## src/rtl/jhash_pkg.sv

```systemverilog
// Shared definitions for the Jenkins lookup3 hash front end.
// Holds block geometry, the lookup3 seed constant, key-length defaults,
// the block header that travels with each 12-byte block, and the packer
// key-context state encoding.
package jhash_pkg;

  localparam int unsigned BLK_BYTES      = 12;
  localparam int unsigned BLK_BITS       = BLK_BYTES * 8;
  localparam logic [31:0] JHASH_INIT     = 32'hDEADBEEF;
  localparam int unsigned MAXLEN_DEFAULT = 250;
  localparam int unsigned LENW_DEFAULT   = 8;
  localparam int unsigned BLENW          = 4;

  // Block header shared by the packer and the round pipeline
  typedef struct packed {
    logic [BLENW-1:0]        blen;
    logic                    last;
    logic [LENW_DEFAULT-1:0] klen;
    logic                    oflow;
  } blk_hdr_t;

  // Key context: packing bytes, or discarding bytes past the length limit
  typedef enum logic {
    ST_FILL = 1'b0,
    ST_DROP = 1'b1
  } pack_state_e;

endpackage

```

## src/rtl/jhash_key_packer.sv

```systemverilog
// Byte-stream to 12-byte block packer feeding the lookup3 round pipeline.
// Bytes land little-endian in lanes 0..11 (k0 = lanes 0-3, k1 = 4-7,
// k2 = 8-11); the final partial block is zero-padded. Keys longer than
// MAXLEN are truncated, the tail is discarded and the last block is
// flagged with out_oflow.
// Ports:
//   CLK, RST                       clock, synchronous active-high reset
//   in_valid/in_ready/in_byte/in_last   byte stream input
//   out_valid/out_ready            block handshake
//   out_k0/out_k1/out_k2           packed block data
//   out_blen/out_last/out_klen/out_oflow  block header
// LENW must not exceed jhash_pkg::LENW_DEFAULT (header klen width).
module jhash_key_packer
  import jhash_pkg::*;
#(
  parameter int unsigned MAXLEN = MAXLEN_DEFAULT,
  parameter int unsigned LENW   = LENW_DEFAULT
) (
  input  logic            CLK,
  input  logic            RST,
  input  logic            in_valid,
  output logic            in_ready,
  input  logic [7:0]      in_byte,
  input  logic            in_last,
  output logic            out_valid,
  input  logic            out_ready,
  output logic [31:0]     out_k0,
  output logic [31:0]     out_k1,
  output logic [31:0]     out_k2,
  output logic [3:0]      out_blen,
  output logic            out_last,
  output logic [LENW-1:0] out_klen,
  output logic            out_oflow
);

  localparam logic [LENW-1:0]  MAXLEN_L  = LENW'(MAXLEN);
  localparam logic [BLENW-1:0] LAST_LANE = BLENW'(BLK_BYTES - 1);

  pack_state_e         r_state,      w_state_nxt;
  logic [BLK_BITS-1:0] r_acc,        w_acc_nxt;
  logic [BLENW-1:0]    r_lane,       w_lane_nxt;
  logic [LENW-1:0]     r_len,        w_len_nxt;
  logic                r_hold,       w_hold_nxt;
  blk_hdr_t            r_hold_hdr,   w_hold_hdr_nxt;
  logic                r_out_valid,  w_out_valid_nxt;
  logic [BLK_BITS-1:0] r_out_k,      w_out_k_nxt;
  blk_hdr_t            r_out_hdr,    w_out_hdr_nxt;

  logic                w_byte_fire;
  logic                w_drain;
  logic                w_out_free;
  logic                w_store;
  logic                w_complete;
  logic [LENW-1:0]     w_len_inc;
  logic [BLK_BITS-1:0] w_blk_k;
  blk_hdr_t            w_blk_hdr;

  // A completed block that found the output register busy waits in the
  // accumulator (r_hold); input stalls only while such a block waits, or
  // while discarding with the output register occupied.
  assign in_ready    = ~(r_out_valid & (r_hold | (r_state == ST_DROP)));
  assign w_byte_fire = in_valid & in_ready;
  assign w_drain     = r_out_valid & out_ready;
  assign w_out_free  = ~r_out_valid | out_ready;
  assign w_len_inc   = r_len + LENW'(1);

  // State register
  always_ff @(posedge CLK) begin
    if (RST) begin
      r_state     <= ST_FILL;
      r_acc       <= '0;
      r_lane      <= '0;
      r_len       <= '0;
      r_hold      <= 1'b0;
      r_hold_hdr  <= '0;
      r_out_valid <= 1'b0;
      r_out_k     <= '0;
      r_out_hdr   <= '0;
    end else begin
      r_state     <= w_state_nxt;
      r_acc       <= w_acc_nxt;
      r_lane      <= w_lane_nxt;
      r_len       <= w_len_nxt;
      r_hold      <= w_hold_nxt;
      r_hold_hdr  <= w_hold_hdr_nxt;
      r_out_valid <= w_out_valid_nxt;
      r_out_k     <= w_out_k_nxt;
      r_out_hdr   <= w_out_hdr_nxt;
    end
  end

  // Packing, completion and output-register next state
  always_comb begin
    w_state_nxt     = r_state;
    w_acc_nxt       = r_acc;
    w_lane_nxt      = r_lane;
    w_len_nxt       = r_len;
    w_hold_nxt      = r_hold;
    w_hold_hdr_nxt  = r_hold_hdr;
    w_out_valid_nxt = r_out_valid;
    w_out_k_nxt     = r_out_k;
    w_out_hdr_nxt   = r_out_hdr;
    w_store         = 1'b0;
    w_complete      = 1'b0;
    w_blk_k         = r_acc;
    w_blk_hdr       = '0;

    if (w_drain) begin
      w_out_valid_nxt = 1'b0;
    end

    // Waiting block moves out as soon as the register drains
    if (r_hold && w_drain) begin
      w_out_valid_nxt = 1'b1;
      w_out_k_nxt     = r_acc;
      w_out_hdr_nxt   = r_hold_hdr;
      w_hold_nxt      = 1'b0;
      w_acc_nxt       = '0;
    end

    if (w_byte_fire) begin
      w_store        = (r_state == ST_FILL) && (r_len != MAXLEN_L);
      w_blk_hdr.last = in_last;
      if (w_store) begin
        w_blk_k            = r_acc | (BLK_BITS'(in_byte) << {r_lane, 3'b000});
        w_acc_nxt          = w_blk_k;
        w_lane_nxt         = r_lane + BLENW'(1);
        w_len_nxt          = w_len_inc;
        w_complete         = (r_lane == LAST_LANE) | in_last;
        w_blk_hdr.blen     = r_lane + BLENW'(1);
        w_blk_hdr.klen     = in_last ? LENW_DEFAULT'(w_len_inc) : '0;
      end else begin
        // Byte beyond the limit: discard; only the terminator emits
        w_complete         = in_last;
        w_blk_hdr.blen     = r_lane;
        w_blk_hdr.klen     = in_last ? LENW_DEFAULT'(r_len) : '0;
        w_blk_hdr.oflow    = in_last;
        w_state_nxt        = in_last ? ST_FILL : ST_DROP;
      end

      if (w_complete) begin
        w_lane_nxt = '0;
        if (in_last) begin
          w_len_nxt = '0;
        end
        if (w_out_free) begin
          w_out_valid_nxt = 1'b1;
          w_out_k_nxt     = w_blk_k;
          w_out_hdr_nxt   = w_blk_hdr;
          w_acc_nxt       = '0;
        end else begin
          w_hold_nxt      = 1'b1;
          w_hold_hdr_nxt  = w_blk_hdr;
          w_acc_nxt       = w_blk_k;
        end
      end
    end
  end

  assign out_valid = r_out_valid;
  assign out_k0    = r_out_k[31:0];
  assign out_k1    = r_out_k[63:32];
  assign out_k2    = r_out_k[95:64];
  assign out_blen  = r_out_hdr.blen;
  assign out_last  = r_out_hdr.last;
  assign out_klen  = LENW'(r_out_hdr.klen);
  assign out_oflow = r_out_hdr.oflow;

endmodule

```

## config.mk

```make
export PLATFORM = sky130hd
export DESIGN_NAME = jhash_key_packer
export DESIGN_NICKNAME = d
export VERILOG_FILES = /design/src/rtl/jhash_pkg.sv /design/src/rtl/jhash_key_packer.sv
export SDC_FILE = /design/constraint.sdc
export NUM_CORES = 1
export LEC_CHECK = 0
export ABC_AREA = 1
export CAP_MARGIN = 25
export CORE_MARGIN = 5
export CORE_UTILIZATION = 45
export CTS_BUF_LIST = sky130_fd_sc_hd__clkbuf_2 sky130_fd_sc_hd__clkbuf_4 sky130_fd_sc_hd__clkbuf_8
export DETAILED_ROUTE_END_ITERATION = 10
export PLACE_DENSITY_LB_ADDON = 0.3
export SYNTH_ARGS = -nofsm -noshare
export SYNTH_HDL_FRONTEND = slang
export SYNTH_SLANG_ARGS = --single-unit
```

## constraint.sdc

```tcl
create_clock -name CLK -period 2.66 [get_ports CLK]
set_input_delay 0.532 -clock CLK [delete_from_list [all_inputs] [get_ports CLK]]
set_output_delay 0.532 -clock CLK [all_outputs]
set_load 0.1 [all_outputs]
```

* Word-level counts from Yosys, hierarchy flattened
Index checks and enable logic that the tools add are counted.
Cells by class: $add $sub $neg 2, equality and inequality tests 2, shift operators 1, mux-type cells 35, bitwise logic cells 12, reductions and logical operators 4
Operators with widths (count):
- $mux 96 | 10
- $or 96x96->96 | 1
- $shl 8x7->96 | 1
- $mux 14 | 4
- $mux 8 | 6
- $mux 1 | 13
- $add 8x1->8 const B | 1
- $mux 4 | 2
- $ne 8x8->1 const B | 1
- $not 1->1 | 5
- $add 4x1->4 const B | 1
- $eq 4x4->1 const B | 1
- $and 1x1->1 | 3
- $or 1x1->1 | 3
- $reduce_and 3->1 | 1
- $logic_and 1x1->1 | 2
- $reduce_and 2->1 | 1
Storage, ports and cells: bits in registers 235, bits of input ports 13, output and inout bits 112, logic and storage cells 71

* Longest topological paths before layout
Gate-level depths: netlist of the first run.
depth after elaboration 7, mapped depth 12, depth with buffers taken out 11

* Worst setup path before layout of the first run
No wires, ideal clock.
path kind flip-flop to flip-flop, from reg r_out_valid, in the netlist out_valid, to reg r_acc[46], library setup time 0.128 ns, data arrival time 2.602 ns, data required time 2.532 ns, slack -0.070 ns, stages on the path, launching flop included 8, buffers on the path 2, period minus slack after synthesis 2.730 ns, cells stage by stage dfxtp_1 > o21ai_2 > nand2_2 > buf_2 > buf_1 > nor3_1 > a21oi_1 > nor2_1
Between the ends: elaborated cells between the ends (all ways) 12, those cells by class 5 x mux; 6 x bitwise; 1 x reduce/logical
RTL lines:
- start: declaration | line jhash_key_packer.sv:45 | logic r_out_valid, w_out_valid_nxt;
- start signal: assignment | line jhash_key_packer.sv:86 | r_out_valid <= w_out_valid_nxt;
- $and 1x1->1 | line jhash_key_packer.sv:61 | assign in_ready = ~(r_out_valid & (r_hold | (r_state == ST_DROP)));
- $not 1->1 | line jhash_key_packer.sv:61
- net in_ready | line jhash_key_packer.sv:22 | output logic in_ready,
- $and 1x1->1 | line jhash_key_packer.sv:62 | assign w_byte_fire = in_valid & in_ready;
- $mux 96 | line jhash_key_packer.sv:121 | if (w_byte_fire) begin
- end signal: assignment | line jhash_key_packer.sv:81 | r_acc <= w_acc_nxt;
- end: declaration | line jhash_key_packer.sv:40 | logic [BLK_BITS-1:0] r_acc, w_acc_nxt;
The timed path passes the listed nets, and every way through them passes these cells. A chain may end at the register's enable or synchronous reset.

* Worst setup path after layout of the first run
from reg r_len[1], to reg r_acc[6]
Between the ends: cells in the longest elaborated chain, start to end 6, elaborated cells between the ends (all ways) 9, those cells by class 1 x eq/ne; 7 x mux; 1 x reduce/logical
RTL lines:
- start: declaration | line jhash_key_packer.sv:42 | logic [LENW-1:0] r_len, w_len_nxt;
- start signal: assignment | line jhash_key_packer.sv:83 | r_len <= w_len_nxt;
- $ne 8x8->1 (*) | line jhash_key_packer.sv:122 | w_store = (r_state == ST_FILL) && (r_len != MAXLEN_L);
- $logic_and 1x1->1 (*) | line jhash_key_packer.sv:122
- $mux 96 or $mux 1 (tied branches) | line jhash_key_packer.sv:124 | if (w_store) begin
- $mux 96 or $mux 1 (tied branches) | line jhash_key_packer.sv:146, jhash_key_packer.sv:121
- $mux 96 (*) | line jhash_key_packer.sv:141 | if (w_complete) begin
- $mux 96 (*) | line jhash_key_packer.sv:121
Every way passes the cells marked *; elsewhere a longest branch is shown, timed or not. The select of a mux whose other input is x is not followed.

==> metrics.md, run 1 <==
| Metric | Value |
|---|---|
| Number of placement rows | `60` |
| IO Pins | `125` |
| Initial antenna violation count | `0` |
| Sort of element at the end of the critical path | `register` |
| Core region area | `26700 um^2` |
| Global-route wire length before repair | `60.7 mm` |
| Die boundary width | `about 170 um` |
| Setup violators final | `0` |
| Library cell with the highest instance count after synthesis | `sky130_fd_sc_hd__nand2_1` |
| Routed wire length | `37.6 mm` |
| Remaining design rule violation count | `0` |
| EDFF count, synth | `0` |
| Level count of the clock H-tree | `2` |
| Crit share post-route | `0.850` |
| Run status | `finished clean` |
| Worst Setup Start Kind | `register` |
| Share of post-route cells with drive strength above 1 | `0.135` |
| Number of inserted diodes | `0` |
| Remaining Overflow, GRT | `0` |
| Detail-routed net length per standard cell | `16.1 um` |
| TritonCTS clock tree | `built` |
| Die extent in y | `roughly 170 um` |
| Main area contributors after synthesis | `sky130_fd_sc_hd__dfxtp_1, sky130_fd_sc_hd__nand2_1, sky130_fd_sc_hd__o21ai_0` |
| Critical path start-end classification | `reg -> reg` |
| Slew at the pin closest to its max-slew limit | `0.644 ns` |
| Clock Path Buffers | `3` |
| Via density | `5.39` |
| TritonCTS buffer count | `41` |
| Average instance area after synthesis | `6.38 um^2` |
| CTS Hold Buffers Added | `0` |
| Number of unique standard cell types used by synthesis | `34` |
| Async S/R FF share, synth | `0` |
| Worst-case headroom to the max-slew limit | `0.570` |
| Most used DFF post-synth | `sky130_fd_sc_hd__dfxtp_1` |
| Placed insts | `2269` |
| Pwr Density | `538 nW/um^2` |
| Effective utilization at floorplan | `0.452` |
| Estimated wirelength of the detail-placed design | `approximately 24 mm` |
| Buffer type at the clock tree root | `sky130_fd_sc_hd__clkbuf_8` |
| Final-layout setup total negative slack | `0 ns` |
| Die Outline Area | `about 30000 um^2` |
| Overall via count from detail_route | `12.6k` |
| Number of nets with antenna violations after routing | `0` |
| Maximum achievable frequency | `0.442 GHz` |
| Net count, final | `approximately 2.0k` |
| Final period demand of the worst path | `between 2 and 2.5 ns` |
| RePlAce Congestion | `0.857` |
| Top cells by count, synth | `sky130_fd_sc_hd__nand2_1, sky130_fd_sc_hd__nor2_1, sky130_fd_sc_hd__dfxtp_1` |
| Synthesized netlist net count | `about 1.9k` |
| Final Slew Violations | `0` |
| Number of sinks driven by the clock tree | `235` |
| Static leakage | `5.81 nW` |
| Total GRT Usage | `0.239` |
| Arrival @ worst endpoint | `2.68 ns` |
| Clk Latency, worst-skew pair | `0.55 ns` |
| Sequential fraction of the synthesis area | `0.389` |
| MaxCap Viol Count | `0` |
| Clock input transition at the sequential cells of the worst setup and hold paths | `0.06 ns` |
| RSZ-0062 raised after global routing | `no` |
| Total standard cell area after synthesis | `12100 um^2` |
| Growth of design area from synthesis to finish | `17.7%` |
| Min-Delay Path Class | `reg -> reg` |
| First-pass iteration count of the detailed router | `5` |
| Final Hold Viols | `0` |
| Gate count of the mapped netlist | `about 1.9k` |
| Worst path required time | `3.08 ns` |
| VDD IR max | `0.305 mV` |
| Maximum fanout along the worst path | `between 70 and 80` |
| Number of global-route vias before repair | `11.6k` |
| Flip-flop and latch count after synthesis | `235` |
| Maximum number of pins on one net before global-route repair | `78` |
| Iteration-0 DRC count of the detailed router | `1263` |
| Setup skew after layout | `about 0.018 ns` |
| Number of buffers inserted by post-CTS setup repair | `0` |
| Post-route non-filler standard cell count | `approximately 2.3k` |
| Cell taking the most area after synthesis | `sky130_fd_sc_hd__dfxtp_1` |
| Quantity of I/O buffers inserted on ports | `124` |
| Count of cells resized by post-cts repair | `0` |
| Yosys warning count | `0` |
| Layout filler cell count | `2643` |
| Share of the synthesized area in the top cell type | `0.389` |
-- logic make-up (layout without fill, tap and decap cells) --
family                     after synthesis  after routing  synth area share
muxes                                    6              6           0.00559
buffers and inverters                  275            378            0.0966
and+or+nand+nor                       1008           1008             0.344
xor gates and xnor gates                 5              5           0.00362
adders and majority gates                3              3           0.00311
AOI/OAI and AO/OA                      364            364             0.158
DFF                                    235            235             0.389
-- state kept, by name, summed over array words and instances, names as in the netlist --
name / flops
out_oflow: 1
r_state: 1
r_len: 8
out_last: 1
out_valid: 1
r_hold: 1
r_out_k: 96
r_lane: 4
r_hold_hdr: 14
r_acc: 96
out_klen: 8
out_blen: 4
-- worst max-delay path, cell delays in order (launching register included) --
cell and delay (ns):
sky130_fd_sc_hd__dfxtp_1 0.45, sky130_fd_sc_hd__ha_1 0.19, sky130_fd_sc_hd__inv_1 0.05, sky130_fd_sc_hd__nor2_2 0.17, sky130_fd_sc_hd__nand2_1 0.15, sky130_fd_sc_hd__nand2_4 0.45, sky130_fd_sc_hd__buf_12 0.36, sky130_fd_sc_hd__a21oi_1 0.08
sky130_fd_sc_hd__a22oi_1 0.16, sky130_fd_sc_hd__nor2_1 0.07
-- metal layers --
layer / up-vias / track usage / share of wire
met5: - / 0 / 0
met4: 0 / 0.0822 / 0.031
met3: 88 / 0.0446 / 0.075
met2: 443 / 0.370 / 0.44
met1: 5806 / 0.336 / 0.45
li1: 6271 / - / -
-- power by group --
| part | switching [mW] | internal [mW] |
|---|---|---|
| Combinational | 0.446 | 0.154 |
| Sequential | 0.0245 | 3.56 |
| Clock | 1.51 | 1.97 |
| Total | 1.98 | 5.68 |
-- area by class of cell --
type | instances | area, um^2 | share of cell area
clock buffers | 67 | 835 | 0.0586
clock inverters | 4 | 22.5 | 0.00158
inverters | 133 | 500 | 0.0352
multi-input cells | 1386 | 6240 | 0.439
flip-flops and latches | 235 | 4710 | 0.331
well taps | 341 | 427 | 0.0300
repair buffers | 174 | 1500 | 0.105
-- worst paths after layout --
path                                       to           from  cells past startpoint  slack (ns)
worst min-delay path            r_hold_hdr[0]  r_hold_hdr[0]                      2        0.45
worst min register to register  r_hold_hdr[0]  r_hold_hdr[0]                      2        0.45
worst max-delay path                 r_acc[6]       r_len[1]                      9        0.40
worst max register to register       r_acc[6]       r_len[1]                      9        0.40
-- stage by stage --
step / hold WS, ns / utilization / total power [mW] / setup WS (ns) / area, um^2
after detailed placement: 0.441 / 0.500 / 4.25 / 0.394 / 13400
after global placement: 0.434 / 0.500 / 4.24 / 0.406 / 13400
after CTS: 0.449 / 0.532 / 7.70 / 0.433 / 14200
final: 0.448 / 0.532 / 7.66 / 0.399 / 14200
after global routing: 0.482 / 0.532 / 7.93 / 0.214 / 14200
after floorplan: 0.422 / - / 4.07 / 0.337 / 12100
-- layout by cell type (no fill, tap or decap), drive strengths merged --
cell,netlist,layout
o211ai,16,16
o21ai,257,257
clkinvlp,0,1
clkbuf,66,67
inv,131,130
xor2,2,2
nor4,9,9
clkinv,2,6
a21oi,73,73
buf,76,162
dfxtp,235,235
nor2,279,279
clkdlybuf4s50,0,12
nor3,16,16
nand3,158,158
nand4,20,20
a31oi,1,1
ha,3,3
xnor2,3,3
nand2,526,526
a22oi,17,17
mux2,6,6
(Power assumes the default switching activity.)
==> run 2: changes to the inputs <==
Clock period 2.66 ns to 1.9 ns, I/O delays scaled along.
==> run 2 against run 1 <==
Net effect: the run now ends with setup timing left; sequential share of layout area is 5.2 points lower; non-clock buffer count is 115 higher; sequential cell count stayed put; wire length is 8.7% higher; via count is 7.0% higher; cell area is 19% higher; critical path depth is 1 higher; setup slack worse by 0.40 ns; die area stayed put; critical path type unchanged; highest routed layer unchanged.
==> metrics.md, run 2 (same netlist as run 1, synthesis figures left out) <==
| Metric | Value |
|---|---|
| Core region area | `26700 um^2 (unchanged)` |
| Maximum achievable frequency | `0.526 GHz (was 0.442 GHz)` |
| VDD IR max | `0.436 mV (was 0.305 mV)` |
| Via density | `5.49 (was 5.39)` |
| Worst path setup slack after routing | `-0.00179 ns (was 0.399 ns)` |
| Arrival @ worst endpoint | `2.38 ns (was 2.68 ns)` |
| Worst Reg-to-Reg Cells | `10 (was 9)` |
| Switching Fraction | `0.259 (was 0.258)` |
| Remaining design rule violation count | `0 (unchanged)` |
| Post-layout instance area | `16900 um^2 (was 14200 um^2)` |
| Internal cell power | `8.14 mW (was 5.68 mW)` |
| Final Power | `11.0 mW (was 7.66 mW)` |
| Number of nets with antenna violations after routing | `0 (unchanged)` |
| Buffer type at the clock tree root | `sky130_fd_sc_hd__clkbuf_8 (unchanged)` |
| Crit share post-route | `1.00 (was 0.850)` |
| Worst Setup Start Kind | `register (unchanged)` |
| Estimated wirelength of the detail-placed design | `26.2 mm (was 23.8 mm)` |
| Setup skew after layout | `0.0172 ns (was 0.0181 ns)` |
| Placement-stage cell area | `15700 um^2 (was 13400 um^2)` |
| Quantity of I/O buffers inserted on ports | `124 (unchanged)` |
| Growth of design area from synthesis to finish | `39.9% (was 17.7%)` |
| End point of the critical path | `r_lane[3] (was r_acc[6])` |
| Most frequent cells in the layout | `sky130_fd_sc_hd__nand2_1, sky130_fd_sc_hd__nor2_1, sky130_fd_sc_hd__dfxtp_1 (unchanged)` |
| Reg2reg setup slack | `-0.002 ns (was 0.40 ns)` |
| Placed insts | `2366 (was 2269)` |
| Final Slew Violations | `0 (unchanged)` |
| Launch instance of the worst register-to-register path | `r_len[0] (was r_len[1])` |
| Largest registers | `r_acc (96), r_out_k (96), r_hold_hdr (14) (unchanged)` |
| Number of placement rows | `60 (unchanged)` |
| Level count of the clock H-tree | `2 (unchanged)` |
| Number of sinks driven by the clock tree | `235 (unchanged)` |
| Util after Layout | `0.633 (was 0.532)` |
| RSZ-0062 raised after global routing | `yes (was no)` |
| Maximum fanout along the worst path | `4 (was 71)` |
| Final period demand of the worst path | `1.90 ns (was 2.26 ns)` |
| Critical path start-end classification | `reg -> reg (unchanged)` |
| Final-layout setup total negative slack | `-0.00179 ns (was 0 ns)` |
| Pwr Density | `649 nW/um^2 (was 538 nW/um^2)` |
| Clock Path Buffers | `3 (unchanged)` |
| First-pass iteration count of the detailed router | `6 (was 5)` |
| Post-placement setup slack | `-0.110 ns (was 0.394 ns)` |
| Effective utilization at floorplan | `0.452 (unchanged)` |
| Share of post-route cells with drive strength above 1 | `0.188 (was 0.135)` |
| Slew at the pin closest to its max-slew limit | `0.612 ns (was 0.644 ns)` |
| Worst path required time | `2.38 ns (was 3.08 ns)` |
| RePlAce Congestion | `0.898 (was 0.857)` |
| Clk Latency, worst-skew pair | `0.55 ns (about the same)` |
| TritonCTS clock tree | `built (unchanged)` |
| Setup violators final | `1 (was 0)` |
| Iteration-0 DRC count of the detailed router | `1546 (was 1263)` |
| Sort of element at the end of the critical path | `register (unchanged)` |
| Die extent in y | `174 um (unchanged)` |
| Number of inserted diodes | `0 (unchanged)` |
| Static leakage | `6.83 nW (was 5.81 nW)` |
| Maximum number of pins on one net before global-route repair | `78 (unchanged)` |
| Global-route wire length before repair | `62.8 mm (was 60.7 mm)` |
| Total GRT Usage | `0.246 (was 0.239)` |
| Run status | `complete, but fails checks (was finished clean)` |
| Initial antenna violation count | `0 (unchanged)` |
| Post-Route Hold Slack | `0.444 ns (was 0.448 ns)` |
| TritonCTS buffer count | `42 (was 41)` |
| Remaining Overflow, GRT | `0 (unchanged)` |
| Final Hold Viols | `0 (unchanged)` |
| Reg power frac | `0.458 (was 0.467)` |
| Post-route non-filler standard cell count | `2456 (was 2340)` |
| WHS Path Cells | `2 (unchanged)` |
| MaxCap Viol Count | `0 (unchanged)` |
| Number of global-route vias before repair | `12.2k (was 11.6k)` |
| Power share of the clock group | `0.441 (was 0.454)` |
| Routed wire length | `40.9 mm (was 37.6 mm)` |
| Detail-routed net length per standard cell | `16.7 um (was 16.1 um)` |
| Overall via count from detail_route | `13.5k (was 12.6k)` |
| IO Pins | `125 (unchanged)` |
| Clock input transition at the sequential cells of the worst setup and hold paths | `0.06 ns (about the same)` |
| Min-Delay Path Class | `reg -> reg (unchanged)` |
| Startpoint of the most critical setup path | `r_len[0] (was r_len[1])` |
| Violations in the final reports | `setup timing` |
| Most frequent standard cell in the layout excluding fill and tap cells | `sky130_fd_sc_hd__nand2_1 (unchanged)` |
| Net count, final | `2103 (was 1987)` |
| CTS Hold Buffers Added | `0 (unchanged)` |
| Die Outline Area | `30200 um^2 (unchanged)` |
| Worst flop-to-flop path endpoint | `r_lane[3] (was r_acc[6])` |
| Fraction of power consumed by combinational cells | `0.101 (was 0.078)` |
| Switching power summed over all nets | `2.85 mW (was 1.98 mW)` |
| Worst-case headroom to the max-slew limit | `0.588 (was 0.570)` |
| Die boundary width | `174 um (unchanged)` |
run 2: area by class of cell:
| type | count | area (um^2) |
|---|---|---|
| Clock buffer | 68 | 830 |
| Clock inverter | 4 | 22.5 |
| Fill cell | 2216 | 9810 |
| Inverter | 133 | 503 |
| Multi-Input combinational cell | 1386 | 6320 |
| Sequential cell | 235 | 4710 |
| Tap cell | 341 | 427 |
| Timing Repair Buffer | 289 | 4100 |
run 2: layer usage:
| layer | share of wire | track usage |
|---|---|---|
| met1 | 0.41 | 0.335 |
| met4 | 0.024 | 0.0756 |
| met2 | 0.46 | 0.397 |
| met3 | 0.10 | 0.0485 |
| met5 | 0 | 0 |
run 2: power by group through the flow:
stage / registers, mW / clock network [mW] / logic [mW]
2_1_floorplan: 5.25 / 0 / 0.456
3_3_place_gp: 5.13 / 0 / 0.980
3_5_place_dp: 5.13 / 0 / 0.994
4_1_cts: 5.02 / 4.89 / 0.997
5_1_grt: 5.03 / 5.14 / 1.17
6_report: 5.02 / 4.85 / 1.11
run 2: worst min-delay path by stage:
stage,from,to
2_1_floorplan,r_hold_hdr[0],r_hold_hdr[0]
3_3_place_gp,r_hold_hdr[0],r_hold_hdr[0]
3_5_place_dp,r_hold_hdr[0],r_hold_hdr[0]
4_1_cts,r_hold_hdr[0],r_hold_hdr[0]
5_1_grt,r_hold_hdr[0],r_hold_hdr[0]
6_report,r_hold_hdr[0],r_hold_hdr[0]
run 2: repair_timing:
action	CTS	global route
setup endpoints to repair	0	185
resized for setup	0	18
buffers inserted	0	9
run 2: worst max-delay path, stage by stage (launching register included):
cell	delay, ns
sky130_fd_sc_hd__dfxtp_2	0.32
sky130_fd_sc_hd__inv_2	0.08
sky130_fd_sc_hd__ha_4	0.14
sky130_fd_sc_hd__inv_2	0.03
sky130_fd_sc_hd__nor2_2	0.12
sky130_fd_sc_hd__buf_4	0.13
sky130_fd_sc_hd__a21oi_4	0.05
sky130_fd_sc_hd__buf_4	0.16
sky130_fd_sc_hd__o21ai_0	0.49
sky130_fd_sc_hd__nand2_1	0.13
sky130_fd_sc_hd__a21oi_1	0.16
==> run 3: changes to the inputs <==
Settings changed: CORE_ASPECT_RATIO from default to 2.
Clock period 1.9 ns to 2.2 ns, I/O delays scaled along.
==> run 3 against run 2 <==
Net effect: the flow now finishes without violations; core utilization shrank 8.7 points; cell count shrank 3.1%; sequential power shrank 14%; sequential share of layout area grew 4.4 points; hold slack gained 0.0091 ns; cell area shrank 14%; first-iteration DRC count shrank 41%; sequential cell count is the same; register-to-register slack gained 0.21 ns; global-route usage shrank 1.5 points; largest power group unchanged.
==> metrics.md, run 3 (same netlist as run 1, synthesis figures left out) <==
| Metric | Value |
|---|---|
| Post-Route Hold Slack | `0.453 ns (was 0.444 ns)` |
| Clk Latency, worst-skew pair | `0.56 ns (was 0.55 ns)` |
| Min-Delay Path Class | `reg -> reg (unchanged)` |
| Number of global-route vias before repair | `11.5k (was 12.2k)` |
| Placement-stage cell area | `13900 um^2 (was 15700 um^2)` |
| Post-placement setup slack | `0.120 ns (was -0.110 ns)` |
| Slew at the pin closest to its max-slew limit | `0.529 ns (was 0.612 ns)` |
| Final Hold Viols | `0 (unchanged)` |
| Total GRT Usage | `0.231 (was 0.246)` |
| Estimated wirelength of the detail-placed design | `23.9 mm (was 26.2 mm)` |
| Arrival @ worst endpoint | `2.41 ns (was 2.38 ns)` |
| RSZ-0062 raised after global routing | `no (was yes)` |
| Level count of the clock H-tree | `2 (unchanged)` |
| Layout filler cell count | `2632 (was 2216)` |
| Initial antenna violation count | `0 (unchanged)` |
| Run status | `finished clean (was complete, but fails checks)` |
| Most frequent standard cell in the layout excluding fill and tap cells | `sky130_fd_sc_hd__nand2_1 (unchanged)` |
| Worst path setup slack after routing | `0.211 ns (was -0.00179 ns)` |
| TritonCTS clock tree | `built (unchanged)` |
| Worst-case headroom to the max-slew limit | `0.647 (was 0.588)` |
| Setup violators final | `0 (was 1)` |
| First-pass iteration count of the detailed router | `5 (was 6)` |
| Number of placement rows | `85 (was 60)` |
| Core region area | `26700 um^2 (about the same)` |
| Share of post-route cells with drive strength above 1 | `0.148 (was 0.188)` |
| Met2 GRT Util | `0.387 (was 0.397)` |
| VDD IR max | `0.425 mV (was 0.436 mV)` |
| Number of sinks driven by the clock tree | `235 (unchanged)` |
| Most frequent cells in the layout | `sky130_fd_sc_hd__nand2_1, sky130_fd_sc_hd__nor2_1, sky130_fd_sc_hd__dfxtp_1 (unchanged)` |
| Detail-routed net length per standard cell | `15.2 um (was 16.7 um)` |
| Die boundary width | `126 um (was 174 um)` |
| Maximum number of pins on one net before global-route repair | `78 (unchanged)` |
| Maximum fanout along the worst path | `35 (was 4)` |
| Net count, final | `2029 (was 2103)` |
| CTS Hold Buffers Added | `0 (unchanged)` |
| Iteration-0 DRC count of the detailed router | `912 (was 1546)` |
| Critical path cell sequence | `inv_1 -> ha_1 -> inv_1 -> nor2_2 -> nand2_1 -> nand3_2 -> nand2_4 -> nand3_4 -> nand2_4 -> buf_12 -> nor2_1 (was inv_2 -> ha_4 -> inv_2 -> nor2_2 -> buf_4 -> a21oi_4 -> buf_4 -> o21ai_0 -> nand2_1 -> a21oi_1)` |
| Met3 demand-to-capacity share in global routing | `0.0333 (was 0.0485)` |
| Final-layout setup total negative slack | `0 ns (was -0.00179 ns)` |
| Met1 track utilization from global routing | `0.301 (was 0.335)` |
| Via density | `5.15 (was 5.49)` |
| Number of inserted diodes | `0 (unchanged)` |
| Maximum achievable frequency | `0.503 GHz (was 0.526 GHz)` |
| Final Slew Violations | `0 (unchanged)` |
| Clock Path Buffers | `3 (unchanged)` |
| Sort of element at the end of the critical path | `register (unchanged)` |
| Die Outline Area | `30400 um^2 (was 30200 um^2)` |
| Remaining design rule violation count | `0 (unchanged)` |
| Overall via count from detail_route | `12.3k (was 13.5k)` |
| Critical path start-end classification | `reg -> reg (unchanged)` |
| Growth of design area from synthesis to finish | `20.5% (was 39.9%)` |
| Quantity of I/O buffers inserted on ports | `124 (unchanged)` |
| Clock input transition at the sequential cells of the worst setup and hold paths | `0.06 ns (about the same)` |
| Remaining Overflow, GRT | `0 (unchanged)` |
| Setup skew after layout | `0.0288 ns (was 0.0172 ns)` |
| Die extent in y | `242 um (was 174 um)` |
| Worst Setup Start Kind | `register (unchanged)` |
| Global-route wire length before repair | `59.0 mm (was 62.8 mm)` |
| Routed wire length | `36.1 mm (was 40.9 mm)` |
| Largest registers | `r_acc (96), r_out_k (96), r_hold_hdr (14) (unchanged)` |
| Post-layout instance area | `14600 um^2 (was 16900 um^2)` |
| RePlAce Congestion | `0.864 (was 0.898)` |
| Count of cells resized by post-cts repair | `0 (unchanged)` |
| Slowest CP cell | `sky130_fd_sc_hd__dfxtp_1 (was sky130_fd_sc_hd__o21ai_0)` |
| Pwr Density | `601 nW/um^2 (was 649 nW/um^2)` |
| Number of buffers inserted by post-CTS setup repair | `0 (unchanged)` |
| Crit share post-route | `0.904 (was 1.00)` |
| Effective utilization at floorplan | `0.453 (was 0.452)` |
| MaxCap Viol Count | `0 (unchanged)` |
| Delay contributed by the slowest stage of the critical path | `0.32 ns (was 0.49 ns)` |
| Static leakage | `6.01 nW (was 6.83 nW)` |
| IO Pins | `125 (unchanged)` |
| Final Power | `8.76 mW (was 11.0 mW)` |
| Worst path required time | `2.62 ns (was 2.38 ns)` |
| Buffer type at the clock tree root | `sky130_fd_sc_hd__clkbuf_8 (unchanged)` |
| TritonCTS buffer count | `37 (was 42)` |
| Final period demand of the worst path | `1.99 ns (was 1.90 ns)` |
| Number of nets with antenna violations after routing | `0 (unchanged)` |
| Most congested layer reported by global routing | `met2 (unchanged)` |
## run 3: cell count changes in the layout (fill, tap and decap cells not counted), sizes merged
cell,previous run,this run
clkbuf,75,49
inv,130,132
bufinv,0,1
clkinv,6,7
buf,270,208
## run 3: critical path: cells and delay by family, from the launching register on
family	cells	cell delay (ns)
adders and majority gates	1	0.19
buffers and inverters	3	0.37
DFF	1	0.32
and+or+nand+nor	7	0.94
## run 3: final timing paths
check        cells past startpoint  slack (ns)          start            end
max                             11        0.21       r_len[0]      r_acc[72]
max reg2reg                     11        0.21       r_len[0]      r_acc[72]
min                              2        0.45  r_hold_hdr[0]  r_hold_hdr[0]
min reg2reg                      2        0.45  r_hold_hdr[0]  r_hold_hdr[0]
## run 3: report_power, final
| group | switching (mW) | internal [mW] | leakage, nW | total (mW) |
|---|---|---|---|---|
| combinational | 0.536 | 0.236 | 3.75 | 0.773 |
| sequential | 0.0311 | 4.30 | 1.90 | 4.33 |
| clock | 1.73 | 1.93 | 0.367 | 3.66 |
| total | 2.29 | 6.47 | 6.01 | 8.76 |
## run 3: final cells by class
class / count / area (um^2) / share of cell area
repair buffers: 220 / 1980 / 0.136
clock inverters: 8 / 71.3 / 0.00489
clock buffers: 49 / 618 / 0.0424
inverters: 133 / 502 / 0.0344
multi-input cells: 1386 / 6260 / 0.430
flip-flops and latches: 235 / 4710 / 0.323
well taps: 348 / 435 / 0.0299
## run 3: per-layer routing
layer  vias to the layer above  part of all wire
li1                       6342                 -
met1                      5493              0.44
met2                       356              0.47
met3                        72             0.054
met4                         0             0.036
met5                         -                 0
## run 3: metrics by stage
| step | instances | utilization |
|---|---|---|
| 3_5_place_dp | 2322 | 0.520 |
| 6_report | 2379 | 0.546 |
| 2_1_floorplan | 1896 | - |
| 3_3_place_gp | 2322 | 0.520 |
| 4_1_cts | 2379 | 0.546 |
| 5_1_grt | 2379 | 0.546 |
